File: src/rtl/fwd_sel_unit_if.sv
// Bundle of the ID-stage hazard inputs and the EX operand-select / stall outputs.
// When FWD_STATS_EN is defined it also carries the stall and forward counters.
interface fwd_sel_unit_if #(
  parameter int unsigned RA_W = 5
);
  logic [RA_W-1:0] id_rs;
  logic [RA_W-1:0] id_rt;
  logic            id_use_rs;
  logic            id_use_rt;
  logic [RA_W-1:0] id_dst;
  logic            id_reg_write;
  logic            id_mem_read;
  logic            flush;
  logic [1:0]      ex_a_sel;
  logic [1:0]      ex_b_sel;
  logic            stall_id;
`ifdef FWD_STATS_EN
  logic [15:0]     stall_cnt;
  logic [15:0]     fwd_cnt;
`endif

  modport master (
    output id_rs, id_rt, id_use_rs, id_use_rt, id_dst, id_reg_write, id_mem_read, flush,
`ifdef FWD_STATS_EN
    input  stall_cnt, fwd_cnt,
`endif
    input  ex_a_sel, ex_b_sel, stall_id
  );

  modport slave (
    input  id_rs, id_rt, id_use_rs, id_use_rt, id_dst, id_reg_write, id_mem_read, flush,
`ifdef FWD_STATS_EN
    output stall_cnt, fwd_cnt,
`endif
    output ex_a_sel, ex_b_sel, stall_id
  );
endinterface

File: src/rtl/fwd_sel_unit.sv
// EX-stage forwarding select and load-use stall generator.
// Optional FWD_STATS_EN adds saturating stall_cnt / fwd_cnt counters.
module fwd_sel_unit #(
  parameter int unsigned RA_W   = 5,
  parameter int unsigned ZERO_R = 0
) (
  input logic           Clk,
  input logic           Rst,
  fwd_sel_unit_if.slave bus
);

  localparam logic [RA_W-1:0] ZeroR = RA_W'(ZERO_R);

  logic [RA_W-1:0] ex_rs_q, ex_rt_q, ex_dst_q, mem_dst_q, wb_dst_q;
  logic            ex_rw_q, ex_mr_q, mem_rw_q, wb_rw_q;
  logic            stall_raw;
  logic [1:0]      a_sel, b_sel;

  // Newest producer (MEM) wins over the older one (WB).
  function automatic logic [1:0] fwd_sel(
    input logic [RA_W-1:0] src,
    input logic            m_rw,
    input logic [RA_W-1:0] m_dst,
    input logic            w_rw,
    input logic [RA_W-1:0] w_dst
  );
    logic [1:0] sel;
    sel = 2'b00;
    if (m_rw && (m_dst != ZeroR) && (m_dst == src)) begin
      sel = 2'b10;
    end else if (w_rw && (w_dst != ZeroR) && (w_dst == src)) begin
      sel = 2'b01;
    end
    return sel;
  endfunction

  always_comb begin
    stall_raw = ex_mr_q && (ex_dst_q != ZeroR) &&
                ((bus.id_use_rs && (ex_dst_q == bus.id_rs)) ||
                 (bus.id_use_rt && (ex_dst_q == bus.id_rt))) && !bus.flush;
    a_sel = fwd_sel(ex_rs_q, mem_rw_q, mem_dst_q, wb_rw_q, wb_dst_q);
    b_sel = fwd_sel(ex_rt_q, mem_rw_q, mem_dst_q, wb_rw_q, wb_dst_q);
    bus.ex_a_sel = Rst ? 2'b00 : a_sel;
    bus.ex_b_sel = Rst ? 2'b00 : b_sel;
    bus.stall_id = Rst ? 1'b0 : stall_raw;
  end

  always_ff @(posedge Clk) begin
    if (Rst) begin
      ex_rs_q   <= '0;
      ex_rt_q   <= '0;
      ex_dst_q  <= '0;
      ex_rw_q   <= 1'b0;
      ex_mr_q   <= 1'b0;
      mem_dst_q <= '0;
      mem_rw_q  <= 1'b0;
      wb_dst_q  <= '0;
      wb_rw_q   <= 1'b0;
    end else begin
      wb_dst_q  <= mem_dst_q;
      wb_rw_q   <= mem_rw_q;
      mem_dst_q <= ex_dst_q;
      mem_rw_q  <= ex_rw_q;
      if (stall_raw || bus.flush) begin
        ex_rs_q  <= '0;
        ex_rt_q  <= '0;
        ex_dst_q <= '0;
        ex_rw_q  <= 1'b0;
        ex_mr_q  <= 1'b0;
      end else begin
        // Unused sources are parked on the zero register so they never match.
        ex_rs_q  <= bus.id_use_rs ? bus.id_rs : ZeroR;
        ex_rt_q  <= bus.id_use_rt ? bus.id_rt : ZeroR;
        ex_dst_q <= bus.id_dst;
        ex_rw_q  <= bus.id_reg_write;
        ex_mr_q  <= bus.id_mem_read;
      end
    end
  end

`ifdef FWD_STATS_EN
  logic [15:0] stall_cnt_q, fwd_cnt_q;

  always_ff @(posedge Clk) begin
    if (Rst) begin
      stall_cnt_q <= '0;
      fwd_cnt_q   <= '0;
    end else begin
      if (stall_raw && (stall_cnt_q != 16'hFFFF)) begin
        stall_cnt_q <= stall_cnt_q + 16'd1;
      end
      if (((a_sel != 2'b00) || (b_sel != 2'b00)) && (fwd_cnt_q != 16'hFFFF)) begin
        fwd_cnt_q <= fwd_cnt_q + 16'd1;
      end
    end
  end

  assign bus.stall_cnt = stall_cnt_q;
  assign bus.fwd_cnt   = fwd_cnt_q;
`endif

endmodule

File: src/flat_wrapper.sv
// flat-port wrapper written by rule: the top's interface ports become plain ports
module fwd_sel_unit_flat 
#(
  parameter int unsigned RA_W   = 5,
  parameter int unsigned ZERO_R = 0
)
  (Clk, Rst, bus_id_rs, bus_id_rt, bus_id_use_rs, bus_id_use_rt, bus_id_dst, bus_id_reg_write, bus_id_mem_read, bus_flush, bus_ex_a_sel, bus_ex_b_sel, bus_stall_id);
  fwd_sel_unit_if #(.RA_W(RA_W)) bus_i ();
  input logic Clk;
  input logic Rst;
  input wire logic [$bits(bus_i.id_rs)-1:0] bus_id_rs;
  input wire logic [$bits(bus_i.id_rt)-1:0] bus_id_rt;
  input wire logic [$bits(bus_i.id_use_rs)-1:0] bus_id_use_rs;
  input wire logic [$bits(bus_i.id_use_rt)-1:0] bus_id_use_rt;
  input wire logic [$bits(bus_i.id_dst)-1:0] bus_id_dst;
  input wire logic [$bits(bus_i.id_reg_write)-1:0] bus_id_reg_write;
  input wire logic [$bits(bus_i.id_mem_read)-1:0] bus_id_mem_read;
  input wire logic [$bits(bus_i.flush)-1:0] bus_flush;
  output wire logic [$bits(bus_i.ex_a_sel)-1:0] bus_ex_a_sel;
  output wire logic [$bits(bus_i.ex_b_sel)-1:0] bus_ex_b_sel;
  output wire logic [$bits(bus_i.stall_id)-1:0] bus_stall_id;
  assign bus_i.id_rs = bus_id_rs;
  assign bus_i.id_rt = bus_id_rt;
  assign bus_i.id_use_rs = bus_id_use_rs;
  assign bus_i.id_use_rt = bus_id_use_rt;
  assign bus_i.id_dst = bus_id_dst;
  assign bus_i.id_reg_write = bus_id_reg_write;
  assign bus_i.id_mem_read = bus_id_mem_read;
  assign bus_i.flush = bus_flush;
  assign bus_ex_a_sel = bus_i.ex_a_sel;
  assign bus_ex_b_sel = bus_i.ex_b_sel;
  assign bus_stall_id = bus_i.stall_id;
  fwd_sel_unit #(.RA_W(RA_W), .ZERO_R(ZERO_R)) u_core (.Clk(Clk), .Rst(Rst), .bus(bus_i));
endmodule
File: config.mk
export PLATFORM = sky130hd
export DESIGN_NAME = fwd_sel_unit_flat
export DESIGN_NICKNAME = d
export VERILOG_FILES = /design/src/rtl/fwd_sel_unit_if.sv /design/src/rtl/fwd_sel_unit.sv /design/src/flat_wrapper.sv
export SDC_FILE = /design/constraint.sdc
export NUM_CORES = 1
export LEC_CHECK = 0
export ABC_AREA = 1
export CORE_ASPECT_RATIO = 2
export CORE_MARGIN = 8
export CORE_UTILIZATION = 41
export CTS_CLUSTER_SIZE = 28
export DETAILED_ROUTE_END_ITERATION = 6
export GPL_ROUTABILITY_DRIVEN = 1
export PLACE_DENSITY = 0.79
export SYNTH_ARGS = -nofsm -noshare
export SYNTH_HDL_FRONTEND = slang
export SYNTH_SLANG_ARGS = --single-unit
export TNS_END_PERCENT = 100
File: constraint.sdc
create_clock -name Clk -period 1.53 [get_ports Clk]
set_clock_uncertainty 0.2 [all_clocks]
set_input_delay 0.3825 -clock Clk [delete_from_list [all_inputs] [get_ports Clk]]
set_output_delay 0.3825 -clock Clk [all_outputs]
set_load 0.1 [all_outputs]
==> results of run 1 <==
-- cells in the mapped netlist --
library cell | instances | area [um2]
a21oi_1 | 2 | 10.0
nand2_2 | 1 | 6.26
nor2_1 | 45 | 169
xnor2_1 | 1 | 8.76
dfxtp_1 | 29 | 581
nand4_1 | 4 | 25.0
inv_2 | 5 | 18.8
o211ai_1 | 1 | 7.51
xor2_1 | 9 | 78.8
inv_1 | 35 | 131
nand2_1 | 39 | 146
and2_1 | 2 | 12.5
buf_1 | 1 | 3.75
nand3_4 | 2 | 35.0
nand3_1 | 5 | 25.0
buf_2 | 1 | 5.00
nand2_4 | 2 | 22.5
nor3_1 | 1 | 5.00
o21ai_0 | 3 | 15.0
nor2_4 | 1 | 11.3
nor3_2 | 1 | 10.0
o22ai_1 | 2 | 12.5
o21ai_1 | 2 | 10.0
a211oi_1 | 1 | 7.51
and3_1 | 2 | 12.5
-- layout by cell type (no fill, tap or decap), types with 2 or more instances in the layout --
cell type and count:
buf_12 6, dfxtp_2 17, clkdlybuf4s50_1 8, o21ai_1 3, clkinv_2 2, dlygate4sd2_1 11
xor2_1 8, nor2_4 5, o21ai_0 2, nand2_2 2, buf_6 2, nor2_2 10
nand3_2 2, dfxtp_1 11, clkdlybuf4s15_1 2, nand3_4 2, nand3_1 3, clkbuf_8 5
nor2_1 31, o22ai_1 2, buf_4 27, inv_2 15, and2_4 2, nand4_1 4
inv_4 2, nand2_1 38, inv_1 22, and3_4 2
-- per-layer routing --
metal | track usage | up-vias
met5 | 0 | -
li1 | - | 713
met4 | 0.105 | 0
met2 | 0.253 | 36
met3 | 0.0363 | 16
met1 | 0.0851 | 625
-- state kept, by name, summed over array words and instances, names as in the netlist --
register,flops
u_core.mem_dst_q,5
u_core.ex_rt_q,5
u_core.mem_rw_q,1
u_core.ex_rw_q,1
u_core.ex_dst_q,5
u_core.ex_mr_q,1
u_core.wb_dst_q,5
u_core.wb_rw_q,1
u_core.ex_rs_q,5
-- metrics by stage --
step	std cells	cell area, um2
2_1_floorplan	197	1430
3_3_place_gp	279	1970
3_5_place_dp	279	1970
4_1_cts	289	2140
5_1_grt	291	2200
6_report	291	2200
-- worst max-delay path, cell delays in order (launching register included) --
cell and delay [ns]:
dfxtp_2 0.35, inv_2 0.05, nand2_1 0.06, nand4_1 0.12, nor2_2 0.14, and3_4 0.22
and2_4 0.15, buf_12 0.16
-- worst min path at each step --
stage | endpoint | slack (ns) | depth (start not counted)
final | u_core.mem_rw_q | 0.22 | 2
after global routing | u_core.mem_rw_q | 0.24 | 2
after CTS | u_core.mem_rw_q | 0.22 | 2
after detailed placement | u_core.mem_rw_q | 0.21 | 2
after global placement | u_core.mem_rw_q | 0.19 | 2
after floorplan | u_core.mem_rw_q | 0.19 | 2
-- cell type report --
type | instances | area share
multi-input cells | 126 | 0.344
flip-flops and latches | 29 | 0.275
repair buffers | 57 | 0.253
inverters | 40 | 0.0738
clock buffers | 6 | 0.0329
well taps | 31 | 0.0176
clock inverters | 2 | 0.00454
-- cell families (layout without fill, tap and decap cells) --
kind of cell           after synthesis  in the layout
AND/OR/NAND/NOR                    105            105
buffers and inverters               42            105
flip-flops                          29             29
AO/OA/AOI/OAI                       11             11
XOR/XNOR                            10             10
-- what timing repair did --
action                                  in CTS  in global routing
endpoints found under the setup margin      22                 22
pin swaps                                   16                  7
gates resized for setup                     39                 19
setup buffers                                2                  2
-- power by group --
group / leakage [nW] / switching (mW) / internal, mW / total (mW)
combinational: 0.815 / 0.124 / 0.128 / 0.252
sequential: 0.245 / 0.0188 / 0.778 / 0.797
clock: 0.0450 / 0.276 / 0.314 / 0.590
total: 1.10 / 0.419 / 1.22 / 1.64
==> results_dict.tcl, run 1 <==
set metrics [dict create \
    fp.dieW_um 56.9 \
    outcome "complete, but fails checks" \
    post_drt_wl_per_cell_um 11.9 \
    antenna_found_initial 0 \
    finalMaxSlewViolations 0 \
    port_buffers 26 \
    routed_wl_um 3470 \
    hp-class "flop to flop" \
    cts_max_level 2 \
    fin_nets 281 \
    endpoint "bus_ex_b_sel[1]" \
    cts.reportedPaths.clkPinSlew_ns 0.06 \
    whs_ns 0.218 \
    layout_min_cycle_time_ns 2.11 \
    root_buffer "clkbuf_8" \
    synth-seq-cells 29 \
    crit_start "u_core.mem_dst_q[0]" \
    hold_start "u_core.ex_rw_q" \
    cts_hold_buf 0 \
    setup_viol 22 \
    crit_path_end_kind "output pin" \
    path_max_fanout 4 \
    coreArea_um2 3190 \
    numCtsBuffers 5 \
    max_cap_viol_count 0 \
    clockBufferDepth 2 \
    synth-seq-area-share 0.424 \
    multi_input_area_um2 757 \
    ios 27 \
    powerDensity_nw_per_um2 744 \
    cp.required_ns 0.95 \
    r2r_slack_ns -0.11 \
    dp_slack_ns -0.846 \
    vias 1390 \
    ys_types 25 \
    ir_drop_uv 680 \
    syn_inst 197 \
    grtUsageTotal 0.127 \
    synth_xor_area_frac 0.0639 \
    final_core_util 0.690 \
    rsz0062_at_grt "yes" \
    ys_warn_count 0 \
    initialDrtViolationCount 15 \
    num_rows 29 \
    ant_nets 0 \
    wl_met3_um 130 \
    wl_met1_um 1070 \
    fmax_ghz 0.474 \
    drive_gt1_frac 0.431 \
    top_layer_used "met4" \
    synth_compound_area_frac 0.0457 \
    route.detailed.drc 0 \
    clock-sinks 29 \
    cts_tree "built" \
    seq_area_um2 606 \
    place_congestion 0.859 \
    die-area_um2 5560 \
    grt_max_degree 16 \
    clkLatencyLatePin_ns 0.28 \
    power.static_leakage_nw 1.10 \
    path_class "flop to output pin" \
    synth-simple-area-share 0.351 \
    maxSlewHeadroom 0.802 \
    n_antenna_cell 0 \
    synth.avg_cell_area_um2 6.95 \
    fin_crit_sh 1.38 \
    start_util 0.429 \
    worst_pin_slew_ns 0.294 \
    ff2ff_path_depth 10 \
    finalPower_mw 1.64 \
    regToRegStartpoint "u_core.ex_dst_q[0]" \
    setup_tns_ns -3.92 \
    grt_pass1_vias 1424 \
    overflow 0 \
    n_fill_cell 250 \
    die_y_um 97.8 \
    synth_top_family_by_area "simple AND/OR/NAND/NOR gates" \
    setup.worst_path.start_class "flop" \
    firstDrtPassIters 4 \
    r2r_end "u_core.ex_rs_q[2]" \
    worst_ep_arrival_time_ns 1.53 \
    dp_hpwl_um 2810 \
    vias_per_cell 4.78 \
    wl_met2_um 2070 \
    grt_pass1_wl_um 5620 \
    synth_fa_ha_area_frac 0 \
    netlist_area_um2 1370 \
    muxShareOfSynthArea 0 \
    hold_violations 0 \
    syn-num-nets 219 \
    postLayoutSetupSlackWorst_ns -0.578 \
    area_growth_pct 60.8 \
    violations "negative setup slack" \
]
Power figures use the tool's default switching activity.
==> run 2, diff against run 1 <==
--- a/config.mk
+++ b/config.mk
@@ -6,13 +6,15 @@
 export NUM_CORES = 1
 export LEC_CHECK = 0
 export ABC_AREA = 1
+export CELL_PAD_IN_SITES_DETAIL_PLACEMENT = 1
+export CELL_PAD_IN_SITES_GLOBAL_PLACEMENT = 1
 export CORE_ASPECT_RATIO = 2
 export CORE_MARGIN = 8
-export CORE_UTILIZATION = 41
+export CORE_UTILIZATION = 32
 export CTS_CLUSTER_SIZE = 28
 export DETAILED_ROUTE_END_ITERATION = 6
 export GPL_ROUTABILITY_DRIVEN = 1
-export PLACE_DENSITY = 0.79
+export PLACE_DENSITY = 0.85
 export SYNTH_ARGS = -nofsm -noshare
 export SYNTH_HDL_FRONTEND = slang
 export SYNTH_SLANG_ARGS = --single-unit
==> run 2 against run 1 <==
Effect of this change:
- the flow still finishes with violations (negative setup slack)
- routed wire length up 59%
- die area rose by 22%
- final area grew 11%
- sequential cell count unchanged
- sequential share of layout area decreased by 1.9 points
- largest cell class unchanged
- combinational power is 27% higher
- critical endpoint is now bus_ex_b_sel[0]
- worst setup slack worse by 0.047 ns
==> results_dict.tcl, run 2 (synthesized netlist as in run 1, its figures left out) <==
set metrics [dict create \
    grt_max_degree 16 \
    layout_min_cycle_time_ns 2.16 \
    cp.required_ns 0.95 \
    initialDrtViolationCount 8 \
    overflow 0 \
    ir_drop_uv 649 \
    dp_slack_ns -0.862 \
    stdcell_count 317 \
    area_growth_pct 78.4 \
    design_area_um2 2440 \
    clock-sinks 29 \
    worst_pin_slew_ns 0.261 \
    r2r_slack_ns -0.29 \
    finalMaxSlewViolations 0 \
    antenna_found_initial 0 \
    drive_gt1_frac 0.581 \
    fin_crit_sh 1.41 \
    layout_common_cells "buf_4 (29), nand2_1 (23), nor2_1 (23)" \
    vias 1517 \
    die_y_um 109 \
    hold_start "u_core.ex_rw_q" \
    dp_hpwl_um 3500 \
    fin_nets 286 \
    maxSlewHeadroom 0.826 \
    start_util 0.335 \
    layout_commonest_cell "buf_4" \
    fmax_ghz 0.464 \
    routed_wl_um 5520 \
    post_drt_wl_per_cell_um 17.4 \
    vias_per_cell 4.79 \
    num_rows 33 \
    clockBufferDepth 2 \
    worst_ep_arrival_time_ns 1.57 \
    dp.cells 299 \
    setup.worst_path.start_class "flop" \
    root_buffer "clkbuf_8" \
    crit_path_end_kind "output pin" \
    path_max_fanout 3 \
    ff2ff_path_depth 10 \
    holdPathStages 2 \
    grtUsageTotal 0.155 \
    n_antenna_cell 0 \
    firstDrtPassIters 4 \
    cts_tree "built" \
    endpoint "bus_ex_b_sel[0]" \
    ios 27 \
    coreArea_um2 4090 \
    hp-class "flop to flop" \
    violations "negative setup slack" \
    postLayoutSetupSlackWorst_ns -0.626 \
    cts_max_level 2 \
    n_fill_cell 467 \
    cts.reportedPaths.clkPinSlew_ns 0.06 \
    max_cap_viol_count 0 \
    whs_ns 0.243 \
    hold_violations 0 \
    powerDensity_nw_per_um2 744 \
    route.detailed.drc 0 \
    clkLatencyLatePin_ns 0.28 \
    dpl_cell_area_um2 1990 \
    grt_pass1_vias 1772 \
    fp.dieW_um 62.3 \
    r2r_end "u_core.ex_rs_q[3]" \
    numCtsBuffers 5 \
    regToRegStartpoint "u_core.ex_dst_q[1]" \
    place_congestion 0.845 \
    grt_pass1_wl_um 8000 \
    ant_nets 0 \
    rsz0062_at_grt "yes" \
    port_buffers 26 \
    path_class "flop to output pin" \
    crit_start "u_core.mem_dst_q[2]" \
    power.static_leakage_nw 1.16 \
    finalPower_mw 1.82 \
    setup_viol 22 \
    outcome "complete, but fails checks" \
    die-area_um2 6760 \
]
## run 2: routing by layer
metal | GRT usage | part of all wire | wire length (um)
met1 | 0.104 | 0.30 | 1650
met2 | 0.340 | 0.62 | 3440
met3 | 0.0166 | 0.018 | 100
met4 | 0.140 | 0.059 | 323
met5 | 0 | 0 | 0
## run 2: worst min path at each step
| stage | endpoint | slack (ns) |
|---|---|---|
| after global placement | u_core.mem_rw_q | 0.19 |
| after CTS | u_core.mem_rw_q | 0.22 |
| after floorplan | u_core.mem_rw_q | 0.19 |
| after global routing | u_core.ex_rt_q[3] | 0.25 |
| after detailed placement | u_core.mem_rw_q | 0.21 |
| final | u_core.mem_rw_q | 0.24 |
## run 2: what timing repair did
action | 4_1_cts | 5_1_grt
endpoints found under the hold margin | 0 | 0
setup endpoints to repair | 22 | 22
pin swaps | 25 | 27
buffers inserted | 8 | 6
resized for setup | 65 | 59
hold buffers | 0 | 0
## run 2: critical path: stages (launching register included)
cell and delay [ns]:
dfxtp_4 0.36, inv_2 0.07, nand3_2 0.06, o21ai_1 0.15, inv_1 0.07, and3_4 0.17
buf_6 0.11, nor2_4 0.11, buf_12 0.18
## run 2: cell type report
class                      instances  area [um2]  share of cell area
clock buffer                       7        96.3              0.0394
clock inverter                     1        5.00             0.00205
inverter                          40         170              0.0696
multi-input combinational        126         895               0.366
sequential                        29         624               0.256
tap                               52        65.1              0.0266
timing repair buffer              62         588               0.241
## run 2: through the flow
| stage | utilization | TNS, ns |
|---|---|---|
| floorplan | - | -1.81 |
| global placement | 0.487 | -11.73 |
| detailed placement | 0.487 | -13.02 |
| CTS | 0.560 | -10.12 |
| global route | 0.598 | -9.15 |
| finish | 0.598 | -6.90 |
## run 2: power breakdown
group	switching (mW)	internal [mW]
sequential	0.0236	0.769
clock	0.301	0.406
combinational	0.172	0.147
==> edit 1 (flow settings as in run 2) <==
`RA_W` is set to 5 in 3 places; all go to 10.
--- a/src/rtl/fwd_sel_unit_if.sv
+++ b/src/rtl/fwd_sel_unit_if.sv
@@ -2,5 +2,5 @@
 // When FWD_STATS_EN is defined it also carries the stall and forward counters.
 interface fwd_sel_unit_if #(
-  parameter int unsigned RA_W = 5
+  parameter int unsigned RA_W = 10
 );
   logic [RA_W-1:0] id_rs;
--- a/src/rtl/fwd_sel_unit.sv
+++ b/src/rtl/fwd_sel_unit.sv
@@ -2,5 +2,5 @@
 // Optional FWD_STATS_EN adds saturating stall_cnt / fwd_cnt counters.
 module fwd_sel_unit #(
-  parameter int unsigned RA_W   = 5,
+  parameter int unsigned RA_W   = 10,
   parameter int unsigned ZERO_R = 0
 ) (
--- a/src/flat_wrapper.sv
+++ b/src/flat_wrapper.sv
@@ -2,5 +2,5 @@
 module fwd_sel_unit_flat 
 #(
-  parameter int unsigned RA_W   = 5,
+  parameter int unsigned RA_W   = 10,
   parameter int unsigned ZERO_R = 0
 )
Ports: changed (resized bus_id_dst, bus_id_rs and bus_id_rt); port bits go from 27 to 42. The function was not compared with the original's and may differ.
==> edit 1 against run 2 <==
The run still ends with negative setup slack left. Total power up 94%. Sequential cell count up 25. Hold slack worse by 0.061 ns. Area after synthesis up 81%. Clock power up 78%. Utilization up 2.2 points. Sequential share of layout area down 1.3 points. Routed wire length rose to 2.9 times the old value. Register-to-register slack worse by 0.04 ns. Via count up 120%. Final cell count up 97%. Cell area up 92%. Global-route usage up 12 points. Worst setup slack worse by 0.31 ns. Largest cell class unchanged. Highest routed layer unchanged.
==> edit 1: results (changes against run 2) <==
| Metric | Value |
|---|---|
| Outcome | complete, but fails checks (unchanged) |
| Failing checks | negative setup slack (unchanged) |
| Met2 WL | 8.52 mm (was 3.44 mm) |
| Pin count of the biggest net entering global routing | 18 (was 16) |
| Buffers on Ports | 41 (was 26) |
| Detailed placement HPWL | 8.18 mm (was 3.50 mm) |
| Postcts setup bufs | 44 (was 8) |
| Crit path largest cell delay | 0.38 ns (was 0.36 ns) |
| P_leak | 0.00223 uW (was 0.00116 uW) |
| Wire length on met1 | 5.29 mm (was 1.65 mm) |
| CP arrival | 1.89 ns (was 1.57 ns) |
| Count of cell types in the netlist | 25 (unchanged) |
| Final Worst Setup Slack | -0.939 ns (was -0.626 ns) |
| R2R Setup Slk | -0.33 ns (was -0.29 ns) |
| Worst slew pin tran | 0.476 ns (was 0.261 ns) |
| Post_cts resized | 121 (was 65) |
| Fraction of layout cells with a size suffix above 1 | 52.5% (was 58.1%) |
| P_clk | 1260 uW (was 707 uW) |
| Crit path from | u_core.mem_dst_q[1] (was u_core.mem_dst_q[2]) |
| Post-synth top cells | nor2_1, inv_1, nand2_1 (was nor2_1, nand2_1, inv_1) |
| M3 GR Usage | 6.09% (was 1.66%) |
| 1st-iter DRT viols | 294 (was 8) |
| Wire length on met3 | 837 um (was 100 um) |
| Placer Congestion | 0.929 (was 0.845) |
| Seq/Total Area, Yosys | 43.6% (was 42.4%) |
| Comb power frac | 21.8% (was 17.6%) |
| Met2 GRT Util | 50.7% (was 34.0%) |
| Synth Area in XOR/XNOR | 5.30% (was 6.39%) |
| GRT Util Overall | 27.5% (was 15.5%) |
| Compound-Gate Fraction of Synth Area | 7.36% (was 4.57%) |
| Reg2reg start | u_core.ex_dst_q[5] (was u_core.ex_dst_q[1]) |
| Setup-failing EPs final | 37 (was 22) |
| Final #Nets | 566 (was 286) |
| Hold depth | 3 (was 2) |
| Setup TNS | -13.65 ns (was -6.90 ns) |
| Met1 usage | 24.5% (was 10.4%) |
| Pre-CTS setup slack | -0.967 ns (was -0.862 ns) |
| Hold/Removal Path Class | input port to flop (was flop to flop) |
| Vias/cell | 5.35 (was 4.79) |
| CP top delay family | simple AND/OR/NAND/NOR gates (was buffers and inverters) |
| FF-to-FF path depth | 13 (was 10) |
| Critical R2R Capture | u_core.ex_rs_q[8] (was u_core.ex_rs_q[3]) |
| Reg clk slew, reported paths | 0.08 ns (was 0.06 ns) |
| Worst setup path end | bus_ex_b_sel[0] (unchanged) |
| Fill cells | 882 (was 467) |
| Wirelength, routed | 16.1 mm (was 5.52 mm) |
| Hold Path End | u_core.ex_rt_q[8] (was u_core.mem_rw_q) |
| Clk pwr share | 35.8% (was 38.9%) |
| Worst-Skew Late Latency | 0.31 ns (was 0.28 ns) |
| Vias in the first global route | 3839 (was 1772) |
| Syn Nets | 407 (was 219) |
| Dominant cells by area after synthesis | dfxtp_1, nor2_1, inv_1, nand2_1, o22ai_1 (was dfxtp_1, nor2_1, nand2_1, inv_1, xor2_1) |
| Psw | 1080 uW (was 496 uW) |
| CP Max Fanout | 4 (was 3) |
==> edit 1: cell count changes after synthesis, moves of 5 or more <==
cell            run 2  this run
nor3_1              1         6
xnor2_1             1         7
o22ai_1             2        12
nand2_1            39        72
dfxtp_1            29        54
o21ai_0             3         9
inv_1              35        77
nand3_1             5        13
nor2_1             45        81
==> edit 1: cells by family after synthesis <==
group	Yosys count
flip-flops	54
buffers and inverters	84
AND/OR/NAND/NOR	186
XOR/XNOR	15
AO/OA/AOI/OAI	31
==> edit 1: cell type report <==
cell class,instances,area [um2],area share [%]
Clock buffer,6,139,2.97
Clock inverter,2,16.3,0.348
Inverter,80,318,6.79
Multi-Input combinational cell,235,1580,33.7
Sequential cell,54,1130,24.2
Tap cell,94,118,2.51
Timing Repair Buffer,153,1380,29.4
==> edit 1: per-stage QoR <==
step | cells | hold slack (ns)
detailed placement | 571 | 0.239
global placement | 571 | 0.202
floorplan | 370 | 0.188
CTS | 625 | 0.245
finish | 624 | 0.182
global route | 624 | 0.201
==> edit 2 (settings of run 2) <==
Made on the original files. `mem_dst_q` no longer has a reset.
--- a/src/rtl/fwd_sel_unit.sv
+++ b/src/rtl/fwd_sel_unit.sv
@@ -53,5 +53,4 @@
       ex_rw_q   <= 1'b0;
       ex_mr_q   <= 1'b0;
-      mem_dst_q <= '0;
       mem_rw_q  <= 1'b0;
       wb_dst_q  <= '0;
@@ -60,5 +59,4 @@
       wb_dst_q  <= mem_dst_q;
       wb_rw_q   <= mem_rw_q;
-      mem_dst_q <= ex_dst_q;
       mem_rw_q  <= ex_rw_q;
       if (stall_raw || bus.flush) begin
@@ -77,4 +75,8 @@
       end
     end
+  end
+
+  always_ff @(posedge Clk) begin
+    mem_dst_q <= ex_dst_q;
   end
 
Behaviour: no difference found for any inputs over 10 cycles, from zero or initial values and one cycle with Rst high; that may be too few to reach the edited logic, so the function may still have changed.
==> edit 2 against run 2 <==
The run still ends with negative setup slack left. Routed wire length shrank 15%. Worst setup slack lost 0.011 ns. Total power shrank 1.6%. Maximum frequency shrank 0.51%. Via count shrank 8.2%. Utilization shrank 5.4 points. Area after synthesis shrank 2.1%. Largest cell class unchanged. Cell area shrank 9.9%. Largest power group unchanged. Global-route usage grew 0.19 points. Sequential cell count is the same.
==> edit 2: results (changes against run 2) <==
| Metric | Value |
|---|---|
| Outcome | complete, but fails checks (unchanged) |
| Failing checks | negative setup slack (unchanged) |
| VDD IR max | 0.772 mV (was 0.649 mV) |
| CP Max Fanout | 5 (was 3) |
| Placer Congestion | 0.827 (was 0.845) |
| Worst slew pin tran | 0.466 ns (was 0.261 ns) |
| CP top delay family | simple AND/OR/NAND/NOR gates (was buffers and inverters) |
| Critical R2R Capture | u_core.ex_rs_q[4] (was u_core.ex_rs_q[3]) |
| R2R Setup Slk | -0.46 ns (was -0.29 ns) |
| Post-synth top cells | nor2_1, nand2_1, inv_1 (unchanged) |
| Setup TNS | -10.34 ns (was -6.90 ns) |
| Fill cells | 513 (was 467) |
| Vias/cell | 4.63 (was 4.79) |
| Synth Area in XOR/XNOR | 6.53% (was 6.39%) |
| Syn Nets | 214 (was 219) |
| Dominant cells by area after synthesis | dfxtp_1, nor2_1, nand2_1, inv_1, xor2_1 (unchanged) |
| Dpl cell area | 1910 um2 (was 1990 um2) |
| FF-to-FF path depth | 14 (was 10) |
| 1st-pass router iterations | 3 (was 4) |
| GRT Util Overall | 15.7% (was 15.5%) |
| Compound-Gate Fraction of Synth Area | 4.29% (was 4.57%) |
| Sw frac | 26.7% (was 27.3%) |
| Seq/Total Area, Yosys | 43.3% (was 42.4%) |
| 1st-iter DRT viols | 12 (was 8) |
| Final Worst Setup Slack | -0.637 ns (was -0.626 ns) |
| Count of cell types in the netlist | 21 (was 25) |
| Reg2reg start | u_core.ex_dst_q[4] (was u_core.ex_dst_q[1]) |
| Final #Nets | 270 (was 286) |
| Setup-failing EPs final | 22 (unchanged) |
[edit 2: layout make-up]
type	count	area, um2	area share (%)
Multi-Input combinational cell	122	763	34.7
Clock inverter	1	5.00	0.227
Timing Repair Buffer	50	494	22.5
Sequential cell	29	612	27.8
Clock buffer	7	96.3	4.38
Tap cell	52	65.1	2.96
Inverter	40	165	7.50
[edit 2: per-stage QoR]
stage                     instances  worst slack, ns  utilization (%)  hold slack [ns]
after floorplan                 192           -0.621                -            0.143
after global placement          287           -0.823             47.2            0.146
after detailed placement        287           -0.892             47.2            0.152
after CTS                       298           -0.691             51.5            0.154
after global routing            301           -0.714             54.4            0.176
final                           301           -0.637             54.4            0.172
[edit 2: worst max path at each step]
| stage | start | end | slack [ns] | depth (start not counted) |
|---|---|---|---|---|
| global route | u_core.ex_dst_q[4] | bus_stall_id | -0.71 | 9 |
| finish | u_core.ex_dst_q[4] | bus_stall_id | -0.64 | 9 |
| floorplan | bus_id_rs[3] | bus_stall_id | -0.62 | 8 |
| global placement | bus_id_rs[3] | bus_stall_id | -0.82 | 10 |
| detailed placement | bus_id_rs[3] | bus_stall_id | -0.89 | 10 |
| CTS | u_core.ex_dst_q[1] | bus_stall_id | -0.69 | 9 |
[edit 2: logic make-up after synthesis]
group	count (synthesis)
flops	29
buf+inv	41
compound gates	10
simple gates	102
xor+xnor	10
[edit 2: per-layer routing]
layer | track usage, % | part of all wire [%] | vias up
li1 | - | - | 690
met1 | 13.5 | 33 | 665
met5 | 0 | 0 | -
met4 | 11.7 | 4.5 | 0
met2 | 29.1 | 61 | 25
met3 | 2.99 | 1.8 | 13
[edit 2: repair_timing]
action / in CTS / in global routing
pin swaps: 18 / 19
setup endpoints to repair: 22 / 22
gates resized for setup: 38 / 37
setup buffers: 3 / 4
